<file path="src/rtl/round_ctrl.sv">
// Whack-a-mole round sequencer: banner phase, timed play phase, round advance,
// WIN after round 3 and GAME_OVER on timeout. All timing counts 1 Hz tick pulses.
module round_ctrl #(
    parameter logic [5:0] ROUND_TICKS  = 6'd30,
    parameter logic [2:0] BANNER_TICKS = 3'd3,
    parameter logic [7:0] HIT_GOAL     = 8'd10,
    parameter logic [7:0] GOAL_STEP    = 8'd5
) (
    input  logic       clk,
    input  logic       rst,
    input  logic       start,
    input  logic       tick,
    input  logic       hit,
    output logic [1:0] round,
    output logic [5:0] time_left,
    output logic [7:0] hits,
    output logic [7:0] goal,
    output logic       banner,
    output logic       mole_en,
    output logic       game_over,
    output logic       win
);

    typedef enum logic [2:0] {
        S_IDLE,
        S_BANNER,
        S_PLAY,
        S_OVER,
        S_WIN
    } state_t;

    state_t     r_state;
    logic [2:0] r_banner_cnt;
    logic [1:0] r_round;
    logic [5:0] r_time_left;
    logic [7:0] r_hits;
    logic       r_banner;
    logic       r_mole_en;
    logic       r_game_over;
    logic       r_win;

    logic [7:0] w_goal;
    logic [7:0] w_hits_next;
    logic [5:0] w_time_next;
    logic       w_goal_met;
    logic       w_timeout;

    assign w_goal      = HIT_GOAL + 8'(r_round) * GOAL_STEP;
    assign w_hits_next = (hit && r_hits != 8'hFF) ? r_hits + 8'd1 : r_hits;
    assign w_time_next = (tick && r_time_left != 6'd0) ? r_time_left - 6'd1 : r_time_left;
    // Goal is judged on the post-hit count so a same-cycle expiring tick loses.
    assign w_goal_met  = (w_hits_next >= w_goal);
    assign w_timeout   = tick && (r_time_left == 6'd1);

    always_ff @(posedge clk or posedge rst) begin
        if (rst) begin
            r_state      <= S_IDLE;
            r_banner_cnt <= 3'd0;
            r_round      <= 2'd0;
            r_time_left  <= 6'd0;
            r_hits       <= 8'd0;
            r_banner     <= 1'b0;
            r_mole_en    <= 1'b0;
            r_game_over  <= 1'b0;
            r_win        <= 1'b0;
        end else begin
            case (r_state)
                S_IDLE, S_OVER, S_WIN: begin
                    if (start) begin
                        r_state      <= S_BANNER;
                        r_round      <= 2'd0;
                        r_banner_cnt <= BANNER_TICKS;
                        r_hits       <= 8'd0;
                        r_time_left  <= 6'd0;
                        r_banner     <= 1'b1;
                        r_game_over  <= 1'b0;
                        r_win        <= 1'b0;
                    end
                end
                S_BANNER: begin
                    if (tick) begin
                        if (r_banner_cnt == 3'd1) begin
                            r_state     <= S_PLAY;
                            r_time_left <= ROUND_TICKS;
                            r_hits      <= 8'd0;
                            r_banner    <= 1'b0;
                            r_mole_en   <= 1'b1;
                        end else begin
                            r_banner_cnt <= r_banner_cnt - 3'd1;
                        end
                    end
                end
                S_PLAY: begin
                    if (w_goal_met) begin
                        r_time_left <= w_time_next;
                        r_mole_en   <= 1'b0;
                        if (r_round != 2'd3) begin
                            r_state      <= S_BANNER;
                            r_round      <= r_round + 2'd1;
                            r_banner_cnt <= BANNER_TICKS;
                            r_hits       <= 8'd0;
                            r_banner     <= 1'b1;
                        end else begin
                            r_state <= S_WIN;
                            r_hits  <= w_hits_next;
                            r_win   <= 1'b1;
                        end
                    end else if (w_timeout) begin
                        r_state     <= S_OVER;
                        r_time_left <= 6'd0;
                        r_hits      <= w_hits_next;
                        r_mole_en   <= 1'b0;
                        r_game_over <= 1'b1;
                    end else begin
                        r_hits      <= w_hits_next;
                        r_time_left <= w_time_next;
                    end
                end
                default: begin
                    r_state <= S_IDLE;
                end
            endcase
        end
    end

    assign round     = r_round;
    assign time_left = r_time_left;
    assign hits      = r_hits;
    assign goal      = w_goal;
    assign banner    = r_banner;
    assign mole_en   = r_mole_en;
    assign game_over = r_game_over;
    assign win       = r_win;

endmodule

</file>
<file path="config.mk">
export PLATFORM = sky130hd
export DESIGN_NAME = round_ctrl
export DESIGN_NICKNAME = d
export VERILOG_FILES = /design/src/rtl/round_ctrl.sv
export SDC_FILE = /design/constraint.sdc
export NUM_CORES = 1
export LEC_CHECK = 0
export BUFFER_PORTS_ARGS = -buffer_cell sky130_fd_sc_hd__buf_4
export CELL_PAD_IN_SITES_DETAIL_PLACEMENT = 2
export CELL_PAD_IN_SITES_GLOBAL_PLACEMENT = 2
export CORE_MARGIN = 3
export CORE_UTILIZATION = 37
export CTS_BUF_LIST = sky130_fd_sc_hd__clkbuf_8
export DETAILED_ROUTE_END_ITERATION = 7
export PLACE_DENSITY = 0.94
export SLEW_MARGIN = 40
export SYNTH_ARGS = -nofsm -noshare
export SYNTH_HDL_FRONTEND = slang
export SYNTH_SLANG_ARGS = --single-unit
</file>
<file path="constraint.sdc">
create_clock -name clk -period 7.2 [get_ports clk]
set_input_delay 1.08 -clock clk [delete_from_list [all_inputs] [get_ports clk]]
set_output_delay 1.08 -clock clk [all_outputs]
set_load 0.02 [all_outputs]
</file>
Word-level counts from Yosys, hierarchy flattened. Cells that the tools add are included.

Input bits: 5. Logic and storage cells: 100. Bits in registers: 26.

Mux-type cells: 49. $add $sub $neg: 5. $mul: 1. $lt $le $gt $ge: 1. Equality and inequality tests: 18. Reductions and logical operators: 17.

Operators with widths (number): 8-bit two-way mux (6); 6-bit two-way mux (6); 3-bit two-way mux (11); 8-bit case mux with 3 select lines (1); 4-bit AND reduction (6); 2-bit != test (second input constant) (10); 3-bit case mux with 3 select lines (2); 6-bit case mux with 3 select lines (1); 1-bit two-way mux (14); 6-bit AND reduction (2); 8-bit by 1-bit adder with 8-bit output (second input constant) (1); 8-bit by 6-bit >= comparator with 1-bit output (1); 8-bit != test (second input constant) (1); 4-bit by 5-bit adder with 6-bit output (first input constant) (1); 3-bit by 1-bit equality test with 1-bit output (second input constant) (2); 3-bit by 2-bit equality test with 1-bit output (second input constant) (2); 6-bit by 1-bit equality test with 1-bit output (second input constant) (1); 2-bit two-way mux (3); 1-bit case mux with 2 select lines (3); 6-bit nonzero test (1); 6-bit by 1-bit subtractor with 6-bit output (second input constant) (1); 2-bit by 3-bit multiplier with 5-bit output (second input constant) (1); 2-bit case mux with 2 select lines (1); 2-bit nonzero test (2); other kinds (9) (11).

Longest topological paths before layout.
Depth after elaboration: 6. Depth in mapped cells: 14.

Least setup slack after synthesis. OpenSTA, ideal clock, no wires.

Path type: register to register. From: register r_hits[0], in the netlist hits[0]. To: register r_time_left[1], in the netlist time_left[1]. Path slack: 4.099 ns. Data arrival time: 2.975 ns. Data required time: 7.074 ns. Cell stages (with the launch flop): 13. Cells stage by stage: dfrtp_1 > ha_1 > nand3_1 > or2_2 > and2_1 > mux2_2 > ha_1 > o21ai_0 > o21ai_0 > o211ai_1 > a31oi_4 > a21o_1 > a221o_1.

Cells in the longest elaborated chain, start to end: 6.

RTL lines: from (decl) (RTL line 36) `logic [7:0] r_hits;`; from (signal assigned) (RTL line 105) `r_hits <= w_hits_next;`; from (signal assigned) (RTL line 111) `r_hits <= w_hits_next;`; from (signal assigned) (RTL line 115) `r_hits <= w_hits_next;`; parallel branches: the longest is 2 deep, another holds 8-bit by 1-bit adder with 8-bit output; 8-bit two-way mux (*) (RTL line 49) `assign w_hits_next = (hit && r_hits != 8'hFF) ? r_hits + 8'd1 : r_hits;`; 8-bit by 6-bit >= comparator with 1-bit output (*) (RTL line 52) `assign w_goal_met = (w_hits_next >= w_goal);`; 6-bit two-way mux (*) (RTL line 94) `if (w_goal_met) begin`; 6-bit case mux with 3 select lines (*) (RTL line 67) `case (r_state)`; to (signal assigned) (RTL line 95) `r_time_left <= w_time_next;`; to (signal assigned) (RTL line 116) `r_time_left <= w_time_next;`; to (decl) (RTL line 35) `logic [5:0] r_time_left;`.

Mark *: on every way between the ends. A chain may end at the register's enable or synchronous reset.

Final worst setup path.
From: register r_hits[0], in the netlist hits[0]. To: register r_hits[1], in the netlist hits[1].

Cells in the longest elaborated chain, start to end: 6.

RTL lines (RTL line): parallel branches: the longest is 2 deep, another holds 8-bit by 1-bit adder with 8-bit output; 8-bit two-way mux (*) (49); 8-bit by 6-bit >= comparator with 1-bit output or 8-bit two-way mux (tied branches) (52, 97); 8-bit two-way mux (*) (94); 8-bit case mux with 3 select lines (*) (67).

Marks and branches as above.

==> metrics.md <==
| Metric | Value |
|---|---|
| Tmin final | `3760 ps` |
| Placer Congestion | `0.800` |
| Synth area leader | `sky130_fd_sc_hd__dfrtp_1` |
| Fraction of final layout cells with drive strength greater than 1 | `24.0%` |
| Cells after Synth | `between 200 and 250` |
| Distinct cells, synth | `54` |
| Cts bufs inserted | `3` |
| Warnings, synthesis | `0` |
| Number of synthesized register bits | `26` |
| Peak supply drop | `about 110 µV` |
| Launch instance of the worst register-to-register path | `hits[0]` |
| Slew @ Worst Pin | `835 ps` |
| Leakage component of the power | `1.01 nW` |
| Hold Path Class | `flip-flop to flip-flop` |
| Area growth from synthesis to layout | `17.3%` |
| Total Negative Setup Slacks | `0 ps` |
| DRC violation count after routing | `0` |
| Reg-to-reg setup timing slack | `roughly 3400 ps` |
| Overflow left after global routing | `0` |
| Post-CTS resize count | `0` |
| Antenna-violating nets left | `0` |
| Half-perimeter wire length of the detailed placement result | `~4.6 mm` |
| Power after layout | `roughly 0.55 mW` |
| Main flop type after synthesis | `sky130_fd_sc_hd__dfrtp_1` |
| Via Count | `~1800` |
| H-tree lvl count | `1` |
| Routed vias/inst | `5.88` |
| Final Max Slew Viols | `0` |
| Startpoint-to-endpoint class of the critical path | `flip-flop to flip-flop` |
| Highest cell delay on the worst timing path | `530 ps` |
| Leading cell type in the layout, fill and taps excluded | `sky130_fd_sc_hd__buf_4` |
| CTS tree | `done` |
| Maximum number of pins on one net before global-route repair | `27` |
| Die outline width | `76.3 µm` |
| PwrDens | `around 260 mW/mm²` |
| # diodes | `0` |
| Worst-path maximum fanout | `8` |
| Peak clock frequency supported by timing | `between 200 and 300 MHz` |
| Sequential fraction of the synthesis area | `between 30% and 40%` |
| Post-synth design cell area | `approximately 0.0018 mm²` |
| Register clock-pin slew on the reported worst setup and hold paths | `100 ps` |
| Async set-reset flop share out of synthesis | `100%` |
| Average wire length per cell after detail routing | `roughly 21 µm` |
| # placed instances | `just under 300` |
| Number of hold violations in the final report | `0` |
| Count of nets after finishing | `between 200 and 300` |
| Startpoint Class | `flip-flop` |
| # rows | `24` |
| Max Cap Viol | `0` |
| Antenna violations before repair | `0` |
| Worst Min Path Start | `win` |
| Starting Density | `between 40 and 50%` |
| Number of enable flip-flop cells after synthesis | `0` |
| Max clock buf depth | `2` |
| Sequence of cells on the critical path | `ha_1 > nand3_1 > or2_2 > and2_1 > mux2_2 > ha_1 > o21ai_0 > o21ai_0 > o211ai_1 > a31oi_2 > o21ai_0 > a22o_1` |
| Later-pin clock latency in the skew report | `between 200 and 300 ps` |
| Setup-violating endpoint count in the final report | `0` |
| Height of the die | `approximately 76 µm` |
| Final worst hold slack | `around 530 ps` |
| Average instance area after synthesis | `just under 9 µm²` |
| Most frequent cells in the layout | `29 x sky130_fd_sc_hd__buf_4, 26 x sky130_fd_sc_hd__dfrtp_1, 19 x sky130_fd_sc_hd__nand2_1, 17 x sky130_fd_sc_hd__a21oi_1` |
| Period utilization | `a little over half` |
| Required time of the critical path | `approximately 7400 ps` |
| Number of hold-repair buffers added at the cts stage | `0` |
| Number of port buffers | `29` |
| Count of TritonRoute iterations in the first routing pass | `4` |
| Root buffer cell | `sky130_fd_sc_hd__clkbuf_8` |
| Vias in the first global route | `1840` |
| Number of standard cells in the layout, taps in and fillers out | `between 200 and 300` |
| Startpoint of the most critical setup path | `hits[0]` |
| Area of the core | `0.00456 mm²` |
| Final-layout fill cell count | `~520` |
| Routed Wire Length | `roughly 6.2 mm` |
| Slowest cell on crit path | `sky130_fd_sc_hd__dfrtp_1` |
| Area fraction of the dominant cell type after synthesis | `between 30% and 40%` |
| Clock sink total | `26` |
| Worst slew slack as a fraction of its limit | `between 40% and 50%` |
| Global-route usage over all layers | `20.8%` |
| Data arrival time of the critical path | `about 3900 ps` |
| Skew final | `approximately 10 ps` |
| Biggest area contributors in the synthesized netlist | `sky130_fd_sc_hd__dfrtp_1 36%, sky130_fd_sc_hd__ha_1 8.9%, sky130_fd_sc_hd__a21oi_1 4.7%` |
| Crit path top cell by count | `sky130_fd_sc_hd__o21ai_0` |
| Global-route wire length before repair | `approximately 9.9 mm` |
| Buffers inserted by post-CTS timing repair | `0` |
| Placed cell areas | `between 0.002 and 0.0025 mm²` |
| Final Cell Area | `roughly 0.0021 mm²` |
| Critical path capture point type | `flip-flop` |
| Overall die area | `just under 0.006 mm²` |
| IO Pins | `33` |
| Status | `finished clean` |
| RSZ-0062 raised after global routing | `false` |
| DRC marker count from the first detailed-route iteration | `100` |
[metal layers]
metal / global-route usage [%] / vias up / part of all wire, %
met4: 4.35 / 0 / 0.84
met3: 2.72 / 6 / 3.0
met5: 0 / - / 0
met1: 27.4 / 909 / 46
li1: - / 799 / -
met2: 36.6 / 38 / 50
[registers in the layout, indices dropped and copies added, names as in the netlist]
signal        flops
r_banner_cnt      3
banner            1
hits              8
win               1
r_state           3
round             2
mole_en           1
time_left         6
game_over         1
[logic make-up (layout without fill, tap and decap cells)]
family	Yosys count	after routing	share of synthesized area [%]
adders and majority gates	13	13	8.90
and+or+nand+nor	77	77	22.7
muxes	2	2	1.16
buffers and inverters	23	47	6.03
other	1	3	0.205
DFF	26	26	35.6
xor gates and xnor gates	1	1	0.480
AOI/OAI and AO/OA	64	64	24.9
[power breakdown]
group | leakage (nW) | internal (mW) | switching [mW]
logic | 0.646 | 0.0886 | 0.148
clock network | 0.0288 | 0.0490 | 0.0503
registers | 0.337 | 0.173 | 0.0372
[metrics by stage]
step | worst slack [ps] | util, %
CTS | 3480 | 46.8
global placement | 3830 | 45.5
detailed placement | 3450 | 45.6
global route | 3240 | 47.0
finish | 3440 | 47.0
floorplan | 4100 | -
[layout make-up]
type	count	area [µm²]	share of cell area [%]
Clock buffer	4	55.1	2.57
Inverter	14	52.6	2.45
Multi-Input combinational cell	160	1090	50.7
Sequential cell	26	651	30.4
Tap cell	65	81.3	3.79
Timing Repair Buffer	29	218	10.2
[synthesized netlist by cell type (2+ instances only)]
library cell               count
sky130_fd_sc_hd__nand3b_1      2
sky130_fd_sc_hd__a21o_1        7
sky130_fd_sc_hd__a21oi_1      17
sky130_fd_sc_hd__o21ai_0      10
sky130_fd_sc_hd__clkbuf_1      3
sky130_fd_sc_hd__a22o_1        4
sky130_fd_sc_hd__ha_1         13
sky130_fd_sc_hd__nor4_1        2
sky130_fd_sc_hd__nor2_1       12
sky130_fd_sc_hd__or2_2         6
sky130_fd_sc_hd__a32oi_1       2
sky130_fd_sc_hd__inv_1        14
sky130_fd_sc_hd__nand2_1      19
sky130_fd_sc_hd__nand2b_1      5
sky130_fd_sc_hd__nor2b_1       2
sky130_fd_sc_hd__and2_1        2
sky130_fd_sc_hd__nor3b_1       2
sky130_fd_sc_hd__nor3_1        4
sky130_fd_sc_hd__and2_2        2
sky130_fd_sc_hd__buf_4         4
sky130_fd_sc_hd__and3_2        2
sky130_fd_sc_hd__nand3_1       9
sky130_fd_sc_hd__dfrtp_1      26
sky130_fd_sc_hd__and3_1        2
sky130_fd_sc_hd__a31oi_1       5
sky130_fd_sc_hd__o31ai_1       3
[critical path: cells and delay by family, from the launching register on]
family          cells  cell delay (ps)
flops               1              530
fa+ha+maj           2              560
mux                 1              290
simple gates        3              700
compound gates      6             1570
[final timing paths]
path	end	cells past startpoint
max in group asynchronous	hits[4]	2
worst max-delay path	hits[1]	12
worst max register to register	hits[1]	12
worst min-delay path	win	2
worst min register to register	win	2
min in group asynchronous	hits[7]	2
(Power assumes the default switching activity.)
